--- src/rtl/load_store_unit.sv ---
// Load/store sequencer: one request in, one memory cycle, one registered response.
// Checks width/alignment up front so illegal requests never reach memory.
module load_store_unit #(
    parameter int RegBits = 32
) (
    input  logic               clk_i,
    input  logic               rst_ni,
    input  logic               req_valid_i,
    output logic               req_ready_o,
    input  logic               req_we_i,
    input  logic [2:0]         req_funct3_i,
    input  logic [RegBits-1:0] req_addr_i,
    input  logic [RegBits-1:0] req_wdata_i,
    output logic               resp_valid_o,
    input  logic               resp_ready_i,
    output logic [RegBits-1:0] resp_rdata_o,
    output logic               resp_err_o,
    output logic [RegBits-1:0] mem_a_o,
    output logic [RegBits-1:0] mem_wd_o,
    output logic [1:0]         mem_we_o,
    input  logic [RegBits-1:0] mem_rd_i
);

    typedef enum logic [1:0] {
        IDLE   = 2'd0,
        ACCESS = 2'd1,
        RESP   = 2'd2
    } state_t;

    state_t             state_q, state_d;
    logic [RegBits-1:0] addr_q, wdata_q, rdata_q, rdata_ext;
    logic [2:0]         funct3_q;
    logic               we_q, err_q;
    logic               accept, f3_ok, misaligned, req_bad;

    assign accept = req_valid_i && (state_q == IDLE);

    always_comb begin
        f3_ok = 1'b0;
        if (req_we_i)
            f3_ok = req_funct3_i inside {3'd0, 3'd1, 3'd2};
        else
            f3_ok = req_funct3_i inside {3'd0, 3'd1, 3'd2, 3'd4, 3'd5};
        misaligned = ((req_funct3_i[1:0] == 2'b01) && req_addr_i[0])
                  || ((req_funct3_i[1:0] == 2'b10) && (req_addr_i[1:0] != 2'b00));
        req_bad = !f3_ok || misaligned;
    end

    always_comb begin
        rdata_ext = mem_rd_i;
        unique case (funct3_q)
            3'd0:    rdata_ext = {{(RegBits-8){mem_rd_i[7]}}, mem_rd_i[7:0]};
            3'd1:    rdata_ext = {{(RegBits-16){mem_rd_i[15]}}, mem_rd_i[15:0]};
            3'd4:    rdata_ext = {{(RegBits-8){1'b0}}, mem_rd_i[7:0]};
            3'd5:    rdata_ext = {{(RegBits-16){1'b0}}, mem_rd_i[15:0]};
            default: rdata_ext = mem_rd_i;
        endcase
    end

    always_ff @(posedge clk_i or negedge rst_ni) begin
        if (!rst_ni) state_q <= IDLE;
        else         state_q <= state_d;
    end

    always_comb begin
        state_d = state_q;
        unique case (state_q)
            IDLE:    if (accept) state_d = req_bad ? RESP : ACCESS;
            ACCESS:  state_d = RESP;
            RESP:    if (resp_ready_i) state_d = IDLE;
            default: state_d = IDLE;
        endcase
    end

    always_comb begin
        req_ready_o  = (state_q == IDLE);
        resp_valid_o = (state_q == RESP);
        resp_rdata_o = rdata_q;
        resp_err_o   = err_q;
        mem_a_o      = addr_q;
        mem_wd_o     = wdata_q;
        // Write enable is purely state-decoded so reset kills it instantly.
        mem_we_o     = 2'b00;
        if (state_q == ACCESS && we_q)
            mem_we_o = funct3_q[1:0] + 2'd1;
    end

    always_ff @(posedge clk_i or negedge rst_ni) begin
        if (!rst_ni) begin
            addr_q   <= '0;
            wdata_q  <= '0;
            funct3_q <= '0;
            we_q     <= 1'b0;
            rdata_q  <= '0;
            err_q    <= 1'b0;
        end else if (accept) begin
            addr_q   <= req_addr_i;
            wdata_q  <= req_wdata_i;
            funct3_q <= req_funct3_i;
            we_q     <= req_we_i;
            rdata_q  <= '0;
            err_q    <= req_bad;
        end else if (state_q == ACCESS) begin
            rdata_q  <= we_q ? '0 : rdata_ext;
            err_q    <= 1'b0;
        end
    end

endmodule
--- config.mk ---
export PLATFORM = sky130hd
export DESIGN_NAME = load_store_unit
export DESIGN_NICKNAME = d
export VERILOG_FILES = /design/src/rtl/load_store_unit.sv
export SDC_FILE = /design/constraint.sdc
export NUM_CORES = 1
export LEC_CHECK = 0
export ABC_CLOCK_PERIOD_IN_PS = 4500
export BUFFER_PORTS_ARGS = -buffer_cell sky130_fd_sc_hd__clkbuf_2
export CAP_MARGIN = 10
export CORE_MARGIN = 4
export CORE_UTILIZATION = 45
export CTS_CLUSTER_SIZE = 28
export DETAILED_ROUTE_END_ITERATION = 8
export PLACE_DENSITY_LB_ADDON = 0.1
export SYNTH_ARGS = -nofsm -noshare
export SYNTH_HDL_FRONTEND = slang
export SYNTH_SLANG_ARGS = --single-unit
--- constraint.sdc ---
create_clock -name clk_i -period 4.5 [get_ports clk_i]
set_input_delay 0.675 -clock clk_i [delete_from_list [all_inputs] [get_ports clk_i]]
set_output_delay 0.675 -clock clk_i [all_outputs]
set_load 0.005 [all_outputs]
## Word level (Yosys, flattened, before mapping)

Cells that the tools add are included.

| word-level totals | value |
|---|---|
| register bits | 103 |
| bits of input ports | 104 |
| logic and storage cells | 48 |

| operators by class | value |
|---|---|
| add/sub/neg operators | 1 |
| eq/ne operators | 13 |
| mux-type cells | 12 |
| reduce and logical (&&, ||, !) cells | 15 |

Operator list:

| operator | number |
|---|---|
| case mux 32 bit (4 select lines) | 1 |
| two-way mux 32 bit | 3 |
| equality test 3 bit, second input constant | 4 |
| two-way mux 2 bit | 4 |
| equality test 3 x 1 -> 1 bit, second input constant | 2 |
| logical NOT 3 bit | 2 |
| case mux 2 bit (3 select lines) | 1 |
| nonzero test 5 bit | 1 |
| equality test 2 x 1 -> 1 bit, second input constant | 2 |
| equality test 2 bit, second input constant | 2 |
| logical AND 1 bit | 4 |
| != test 2 x 1 -> 1 bit, second input constant | 2 |
| nonzero test 2 bit | 2 |
| equality test 3 x 2 -> 1 bit, second input constant | 1 |
| two-way mux 1 bit | 3 |
| nonzero test 3 bit | 1 |
| adder 2 x 1 -> 2 bit, second input constant | 1 |
| logical NOT 2 bit | 1 |
| logical OR 1 bit | 2 |
| AND reduction 2 bit | 1 |
| logical NOT 1 bit | 1 |

## Depth between registers and ports, before layout

| depth | value |
|---|---|
| depth in word-level cells | 8 |
| depth in mapped cells | 9 |
| gate-level depth less buffers | 5 |

## Worst setup path after synthesis

Ideal clock, no wire load.

| timing path | value |
|---|---|
| path kind | register to output |
| start point | register funct3_q[1] |
| end point | output mem_we_o[1] |
| arrival | 1376 ps |
| setup slack | 2449 ps |
| stages on the path, launching flop included | 6 |
| cells stage by stage | dfrtp_1 clkbuf_1 clkbuf_1 inv_1 ha_1 and3_1 |

| on the way | value |
|---|---|
| longest elaborated chain between the ends | 2 |

Ends and longest elaborated chain:

| item | line | RTL |
|---|---|---|
| from (decl) | 32 | `logic [2:0] funct3_q;` |
| from (signal assigned) | 99 | `funct3_q <= req_funct3_i;` |
| adder 2 x 1 -> 2 bit | 85 | `mem_we_o = funct3_q[1:0] + 2'd1;` |
| two-way mux 2 bit | 84 | `if (state_q == ACCESS && we_q)` |
| to (decl) | 20 | `output logic [1:0] mem_we_o,` |

No other way between the ends.

## Worst setup path in the final report

Ends and elaborated chain as after synthesis.

==> results.yml <==
outcome:
  status: "finished clean"
logic_synthesis:
  yosysUniqueCellTypes: 27
  synthXorXnorAreaFrac_pct: 0
  yosysSeqAreaShare_pct: 64.5
  synth_top_family_by_area: "multiplexers"
  synthMuxAreaShare_pct: 19.1
  synthSimpleGateAreaFrac_pct: 4.82
  syn_inst: 280
  yosysWarnings: 0
  synthAdderAreaFrac_pct: 0.626
  synth-seq-cells: 103
  syn-num-nets: 386
  synth_area_per_cell_sq_um: 14.3
  netlist_area_sq_um: 4000
  synth-compound-area-share_pct: 8.42
pwr:
  p_seq_share_pct: 47.5
  p_leak_uw: 0.00278
  switching_power_uw: 958
  power_density_nw_per_um2: 593
  p_int_uw: 2200
  clockPowerShare_pct: 19.9
  vdd_drop_max_v: 0.000269
  p_comb_share_pct: 32.6
  netSwitchingFraction_pct: 30.3
  total_power_uw: 3160
clock_tree:
  cts-root-buf: "clkbuf_8"
  cts-buffers-inserted: 9
  h-tree-depth: 3
  clock_path_buffers: 2
  cts.sinks: 103
  hold_buffers: 0
  cts_tree: "yes"
  cts.clk_slew.worst_paths_ns: 0.09
  clock_latency_ns: 0.35
  cts_setup_buffers: 0
  cts_resized: 0
routing:
  dr.pass1.iters: 4
  vias_per_cell: 5.10
  vias: 3012
  ant_nets: 0
  drc: 0
  drt_wl_total_mm: 9.59
  routedWlPerCell_um: 16.2
  first_iter_violations: 49
final_layout:
  final_nets: 585
  diodes: 0
  layout-drive-gt1-share_pct: 61.3
  area_delta_synth_final_pct: 33.1
timing:
  setup_slack_ns: 2.02
  setup_violations: 0
  skew_ns: 0.0119
  finalSetupTns_ns: 0
  worstMarginPinSlew_ns: 1.16
  timing.final.crit_share_pct: 55.1
  maxSlewViolCount: 0
  fmax_mhz: 403
  finalCriticalPeriod_ns: 2.48
  hold_viol: 0
  max-slew-margin-rel_pct: 21.5
  rsz0062_at_grt: "no"
critical_path:
  path_cells: "inv_1 > ha_1 > and3_1 > clkbuf_2"
  path_class: "flip-flop to output pin"
  slowest_stage: "dfrtp_1"
  cp.arrival_ns: 1.80
  cpPeakStageDelay_ns: 0.78
  crit_required_ns: 3.83
  crit_family: "flip-flops"
  cp_num_buf_inv: 2
  worstSetupStartpointType: "flip-flop"
  path_max_fanout: 21
  crit_path_end_kind: "output pin"
grt:
  antenna_found_initial: 0
  grt_max_degree: 64
  grt_pass1_vias: 3091
  grt_use_total_pct: 18.2
  overflow: 0
  grt_pass1_wl_mm: 14.9
die:
  initial_core_util_pct: 46.1
  die_x_um: 102
  die_area_sq_um: 10500
  core_sq_um: 8680
  num_rows: 34
  ios: 205
  die_h_um: 102
hold_path:
  hold_class: "primary input to asynchronous set/reset pin"
placement:
  pre_cts_slack_ns: 1.89
  place_hpwl_mm: 7.20
  io_buffers: 204
  place_congestion: 0.746
job:
  max_cap_violations: 0
sequential cells by signal, indices dropped and copies added, names as in the netlist:
| name | flops |
|---|---|
| state_q | 2 |
| resp_rdata_o | 32 |
| mem_a_o | 32 |
| mem_wd_o | 32 |
| funct3_q | 3 |
| we_q | 1 |
| resp_err_o | 1 |
cell usage in the layout (no fill, tap or decap), drive strengths merged, types with 2 or more instances in the layout:
| cell type | netlist | final |
|---|---|---|
| clkbuf | 14 | 213 |
| dfrtp | 103 | 103 |
| mux2 | 68 | 68 |
| nand2 | 24 | 24 |
| a32oi | 16 | 16 |
| o21ai | 9 | 9 |
| a22o | 9 | 9 |
| a21oi | 8 | 8 |
| buf | 6 | 5 |
| nor2b | 3 | 3 |
| clkinvlp | 0 | 3 |
| inv | 2 | 2 |
| nor2 | 2 | 2 |
| and3 | 2 | 2 |
| ha | 2 | 2 |
| bufinv | 0 | 2 |
| nor3b | 2 | 2 |
metal layers:
layer | global-route usage (%) | vias to the layer above | share of wire, %
li1 | - | 1405 | -
met1 | 22.4 | 1476 | 38
met2 | 30.7 | 123 | 50
met3 | 6.08 | 8 | 11
met4 | 5.45 | 0 | 0.97
met5 | 0 | - | 0
cell families (layout without fill, tap and decap cells):
| logic type | count (synthesis) | count (layout) |
|---|---|---|
| DFF | 103 | 103 |
| muxes | 68 | 68 |
| AOI/OAI and AO/OA | 46 | 46 |
| and+or+nand+nor | 39 | 39 |
| adders and majority gates | 2 | 2 |
| buffers and inverters | 22 | 225 |
path summary, 6_finish.rpt:
path / startpoint / end / slack [ns] / cells past startpoint
min reg2reg: resp_rdata_o[8] / resp_rdata_o[8] / 0.49 / 2
max in group asynchronous: rst_ni / mem_wd_o[15] / 3.06 / 2
max reg2reg: state_q[1] / mem_wd_o[6] / 2.04 / 4
min in group clk_i: resp_rdata_o[8] / resp_rdata_o[8] / 0.49 / 2
min: rst_ni / resp_rdata_o[8] / 0.40 / 1
max: funct3_q[1] / mem_we_o[1] / 2.02 / 4
power groups by stage:
stage,registers (uW),logic [uW],clock network [uW]
2_1_floorplan,1510,523,0
3_3_place_gp,1510,1030,0
3_5_place_dp,1520,1060,0
4_1_cts,1510,1060,648
5_1_grt,1550,1140,684
6_report,1500,1030,629
cells in the mapped netlist (all sizes together):
| cell type | count | area share, % |
|---|---|---|
| a32oi | 16 | 3.5 |
| nor4 | 1 | 0.16 |
| a21oi | 8 | 1.0 |
| nor2b | 3 | 0.47 |
| nand2 | 24 | 2.3 |
| dfrtp | 103 | 64 |
| clkbuf | 14 | 1.3 |
| a221oi | 1 | 0.22 |
| or3b | 1 | 0.22 |
| and2 | 1 | 0.16 |
| or2 | 1 | 0.16 |
| a22o | 9 | 2.0 |
| nor4bb | 1 | 0.25 |
| o31a | 1 | 0.22 |
| o21ai | 9 | 1.1 |
| buf | 6 | 1.0 |
| a22oi | 1 | 0.19 |
| nor3b | 2 | 0.38 |
| ha | 2 | 0.63 |
| o21bai | 1 | 0.19 |
| and3 | 2 | 0.31 |
| inv | 2 | 0.19 |
| mux2 | 68 | 19 |
| nor2 | 2 | 0.19 |
| or4 | 1 | 0.28 |
per-stage QoR:
step           hold slack (ns)  instances  utilization (%)  cell area [sq um]
4_1_cts                  0.423        591             61.3               5320
6_report                 0.397        591             61.3               5320
3_5_place_dp             0.474        576             58.8               5100
5_1_grt                  0.464        591             61.3               5320
2_1_floorplan            0.379        280                -               4000
3_3_place_gp             0.460        576             58.8               5100
layout make-up:
class | instances | area, sq um
clock inverter | 5 | 82.6
fill | 737 | 3350
inverter | 2 | 7.51
timing repair buffer | 208 | 1050
clock buffer | 10 | 138
multi-input combinational | 155 | 1330
sequential | 103 | 2580
tap | 108 | 135
Power figures use the tool's default switching activity.
